**config.mk**
```make
export PLATFORM = sky130hd
export DESIGN_NAME = run_seg_n
export DESIGN_NICKNAME = d
export VERILOG_FILES = /design/src/rtl/run_seg_n.sv
export SDC_FILE = /design/constraint.sdc
export NUM_CORES = 1
export LEC_CHECK = 0
export CAP_MARGIN = 20
export CORE_UTILIZATION = 55
export CTS_BUF_LIST = sky130_fd_sc_hd__clkbuf_4 sky130_fd_sc_hd__clkbuf_8
export CTS_CLUSTER_DIAMETER = 150
export DETAILED_ROUTE_END_ITERATION = 7
export GPL_TIMING_DRIVEN = 0
export MAX_ROUTING_LAYER = met4
export PLACE_DENSITY = 0.82
export SYNTH_ARGS = -nofsm -noshare
export SYNTH_HDL_FRONTEND = slang
export SYNTH_SLANG_ARGS = --single-unit
```
**constraint.sdc**
```tcl
create_clock -name CLOCK_50 -period 6.4 [get_ports CLOCK_50]
set_input_delay 1.28 -clock CLOCK_50 [delete_from_list [all_inputs] [get_ports CLOCK_50]]
set_output_delay 1.28 -clock CLOCK_50 [all_outputs]
set_load 0.03 [all_outputs]
```
**src/rtl/run_seg_n.sv**
```systemverilog
// run_seg_n: running-digit engine for the seven-segment display path.
// A NUM_DIG-nibble word is shown static, rotated left or right, or
// blinked. Each display update comes from a millisecond prescaler and a
// step counter whose terminal value is selected at runtime by speed_sel.
// This is a single register stage, so all state carries the _p0 suffix.
module run_seg_n #(
  parameter int NUM_DIG  = 8,
  parameter int CLK_FREQ = 50_000_000,
  parameter int STEP_MS  = 512
) (
  input  logic                   CLOCK_50,
  input  logic                   rst,
  input  logic [4*NUM_DIG-1:0]   indata,
  input  logic                   load,
  input  logic [1:0]             mode,
  input  logic [1:0]             speed_sel,
  input  logic                   pause,
  output logic [4*NUM_DIG-1:0]   outdata,
  output logic [NUM_DIG-1:0]     blank,
  output logic                   step
);

  localparam int DATA_W = 4 * NUM_DIG;
  localparam int PRESC  = CLK_FREQ / 1000;
  localparam int PW     = (PRESC > 1) ? $clog2(PRESC) : 1;
  localparam int MS_W   = $clog2(STEP_MS);

  localparam logic [PW-1:0] PRESC_TOP = PW'(PRESC - 1);

  localparam logic [1:0] MODE_STATIC = 2'b00;
  localparam logic [1:0] MODE_LEFT   = 2'b01;
  localparam logic [1:0] MODE_RIGHT  = 2'b10;
  localparam logic [1:0] MODE_BLINK  = 2'b11;

  logic [PW-1:0]     presc_p0;
  logic [MS_W-1:0]   ms_cnt_p0;
  logic [DATA_W-1:0] shadow_p0;
  logic [1:0]        mode_q_p0;

  logic              tick;
  logic [MS_W-1:0]   ms_term;
  logic              step_evt;

  // The most significant digit wraps around into digit 0.
  function automatic logic [DATA_W-1:0] rot_left(input logic [DATA_W-1:0] d);
    return {d[DATA_W-5:0], d[DATA_W-1:DATA_W-4]};
  endfunction

  // Digit 0 wraps around into the most significant digit.
  function automatic logic [DATA_W-1:0] rot_right(input logic [DATA_W-1:0] d);
    return {d[3:0], d[DATA_W-1:4]};
  endfunction

  // Terminal count of the ms counter tracks speed_sel combinationally, so a
  // speed change takes effect at once. A counter already beyond the new
  // terminal simply runs on and wraps at MS_W bits.
  assign ms_term  = MS_W'((STEP_MS >> speed_sel) - 1);
  assign tick     = (presc_p0 == PRESC_TOP);
  assign step_evt = tick && (ms_cnt_p0 == ms_term);

  // Restart (load or mode change), pause hold, and step-driven display update.
  always_ff @(posedge CLOCK_50 or posedge rst) begin
    if (rst) begin
      presc_p0  <= '0;
      ms_cnt_p0 <= '0;
      shadow_p0 <= '0;
      mode_q_p0 <= MODE_STATIC;
      outdata   <= '0;
      blank     <= '0;
      step      <= 1'b0;
    end else if (load) begin
      // A load also absorbs a coincident mode change: one restart only.
      shadow_p0 <= indata;
      outdata   <= indata;
      blank     <= '0;
      presc_p0  <= '0;
      ms_cnt_p0 <= '0;
      mode_q_p0 <= mode;
      step      <= 1'b0;
    end else if (mode != mode_q_p0) begin
      outdata   <= shadow_p0;
      blank     <= '0;
      presc_p0  <= '0;
      ms_cnt_p0 <= '0;
      mode_q_p0 <= mode;
      step      <= 1'b0;
    end else if (pause) begin
      step <= 1'b0;
    end else begin
      presc_p0 <= tick ? '0 : presc_p0 + 1'b1;
      step     <= step_evt;
      if (tick) begin
        ms_cnt_p0 <= step_evt ? '0 : ms_cnt_p0 + 1'b1;
      end
      if (step_evt) begin
        case (mode_q_p0)
          MODE_LEFT:  outdata <= rot_left(outdata);
          MODE_RIGHT: outdata <= rot_right(outdata);
          MODE_BLINK: begin
            blank   <= ~blank;
            outdata <= shadow_p0;
          end
          default:    outdata <= outdata;
        endcase
      end
    end
  end

endmodule

```
==> metrics <==
largest net degree at the start of global routing 64; Sink Count 100; Slew Limit Fails 0; # placed instances slightly below 700; Fin. Hold Viols 0; Core Rows 35; Synth Instances 477; Post-synth EDFFs 0; final instance area ~0.0066 mm2; kind of critical path primary input to flop; Detail Placement HPWL approximately 9400 um; CTS H-tree depth 3; largest area contributor in the netlist dfrtp_1; Syn Area/Cell around 11 um2; DRT iter0 DRCs 458; crit path DAT roughly 3.5 ns; Clk pin slew, worst setup/hold paths around 0.10 ns; Peak VDD IR about 0.12 mV; Setup Buffers After CTS 0; worst relative slew slack about 41%; DR pass1 iterations 8; Max Buffers Root-to-Sink 2; Clock Skews between 0.01 and 0.015 ns; final setup vio count 0; top cells by area, synth dfrtp_1 (46%), a2bb2oi_2 (8.4%), mux2_2 (6.9%), a222oi_1 (5.8%), nand2b_1 (4.0%); Routed Antenna Nets 0; Pwr Total ~1.6 mW; R2R cell count 6; Core ar. approximately 0.0094 mm2; Hold Path Class flop to flop; non-filler cells, final 702; # DRC 2; failing checks DRC; Post-DP Area about 0.0064 mm2; die height about 100 um; Port-buffer cells just under 80; CTS tree built; # nets final between 600 and 700; Post-Syn Area about 0.0054 mm2; post-DR vias/cell a little over 6; setup TNS 0 ns; layout overhead on the synthesized area 22.2%; fin crit share 51.0%; outcome complete, but fails checks; WL/cell 18.9 um; All-Layer GR Usage around 28%; synth unique cells 49; # IOs 81; Setup WS pre-CTS between 2 and 3 ns; global-route wire length before repair 21,700 um; vias in the first global route around 4,300; CTS resizes 0; CTS Root Cell clkbuf_8; top cell type's share of synthesized area 46.5%; CP Launch Type primary input; RePlAce Congestion approximately 0.9; post-synthesis sequential area ratio a little under half; CP Capture Type flop; initial antenna violation count 0; max cap viols 0; die area 0.0102 mm2; final setup margin around 3.1 ns; Die W around 100 um; Initial Util between 50 and 60%; worst-path fanout max 10; Peak Freq ~300 MHz; total congestion overflow 0; Hold WS between 0.5 and 0.6 ns; LEAKAGE 2.53 nW; Ys Warns 0; post-synthesis sequential element count 100; Pwr per Cell Area 239 mW/mm2; Syn Nets between 500 and 600; worst path required time 6.67 ns; cts hold-fix bufs 0; hold depth 1; Routed WL between 10,000 and 15,000 um; share of synthesized flip-flops with an asynchronous set or reset 100%; Tmin final about 3.3 ns; Clock Latency Late Sink around 0.36 ns; CTS Buf Count 9; dominant synthesized flop cell dfrtp_1; diode count 0; Util after Layout a little over two thirds; Vias between 4,000 and 5,000; RSZ-0062 raised after global routing no; layout cell share with drive strength beyond 1 about 18%; Worst Tran Pin Value about 0.9 ns
==> layout make-up <==
class	count	area, um2
fill	709	2800
multi-input combinational	336	2690
sequential	100	2500
timing repair buffer	80	818
buffer	36	171
tap	129	161
clock buffer	11	151
clock inverter	5	60.1
inverter	5	21.3
==> worst max-delay path: stages <==
cell and delay [ns]:
clkdlybuf4s50_1 0.53, xor2_1 0.17, nor3_2 0.67, clkbuf_1 0.44
nand2_1 0.20, o31ai_1 0.24
==> kinds of logic (layout without fill, tap and decap cells) <==
logic type               Yosys count  count (layout)  share of synthesized area, %
adder cells (fa/ha/maj)            2               2                         0.465
AND/OR/NAND/NOR                  158             158                          17.1
buffers and inverters             41             137                          3.53
XOR/XNOR                          30              30                          4.88
flip-flops                       100             100                          46.5
multiplexers                      34              34                          7.09
AO/OA/AOI/OAI                    112             112                          20.5
==> synth_stat cells (2+ instances only) <==
cell and n:
nor2b_1 33, o211ai_1 2, and3_1 2, a21oi_1 34, xnor2_1 12, nand4b_1 2, a222oi_1 31, buf_4 3
nand3_1 7, and2_1 2, clkbuf_1 25, o31ai_1 2, buf_1 3, nand2_1 15, o21ai_0 4, a2bb2oi_2 30
xor2_1 18, inv_1 5, nor4b_1 2, mux2_2 33, ha_1 2, buf_2 2, nand2b_1 34, nand4_1 5
nor2_1 32, o211ai_2 2, nor4_2 2, buf_6 3, or3_1 4, dfrtp_1 100, nor3_1 3, nor4_1 6
==> worst paths after layout <==
| check | startpoint | endpoint | slack [ns] |
|---|---|---|---|
| min in group asynchronous | rst | presc_p0[12] | 1.29 |
| min | shadow_p0[1] | shadow_p0[1] | 0.52 |
| max | mode[1] | ms_cnt_p0[0] | 3.13 |
| min reg2reg | shadow_p0[1] | shadow_p0[1] | 0.52 |
| max reg2reg | mode_q_p0[0] | ms_cnt_p0[0] | 4.02 |
| max in group asynchronous | rst | outdata[20] | 4.43 |
==> per-layer routing <==
layer | global-route usage [%] | up-vias | share of wire [%]
li1 | - | 1961 | -
met1 | 39.0 | 2180 | 44
met2 | 43.3 | 170 | 48
met3 | 4.02 | 24 | 5.8
met4 | 8.81 | 0 | 1.7
met5 | - | - | 0
==> placed cells by master (no fill, tap or decap), types with 4 or more instances in the layout <==
cell type        netlist  routed
mux2_2                33      33
nand3_1                7       7
clkbuf_1              25      25
nand2_1               15      15
nor4_1                 6       6
nand2b_1              34      34
dfrtp_1              100     100
o21ai_0                4       4
a21oi_1               34      34
xor2_1                18      18
clkdlybuf4s50_1        0      79
or3_1                  4       4
nor2b_1               33      33
inv_1                  5       4
clkbuf_8               0      11
nand4_1                5       5
xnor2_1               12      12
a222oi_1              31      31
a2bb2oi_2             30      30
nor2_1                32      32
==> report_power, final <==
part           leakage (nW)  total (mW)  internal, mW  switching [mW]
clock                 0.106       0.426         0.203           0.223
combinational          1.17       0.394         0.191           0.202
sequential             1.25       0.751         0.685          0.0657
total                  2.53        1.57          1.08           0.491
==> sequential cells by signal, summed over array words and instances, names as in the netlist <==
name,count
outdata,32
shadow_p0,32
presc_p0,16
ms_cnt_p0,9
blank,8
mode_q_p0,2
step,1
No activity file was read; power rests on OpenSTA's default activity.
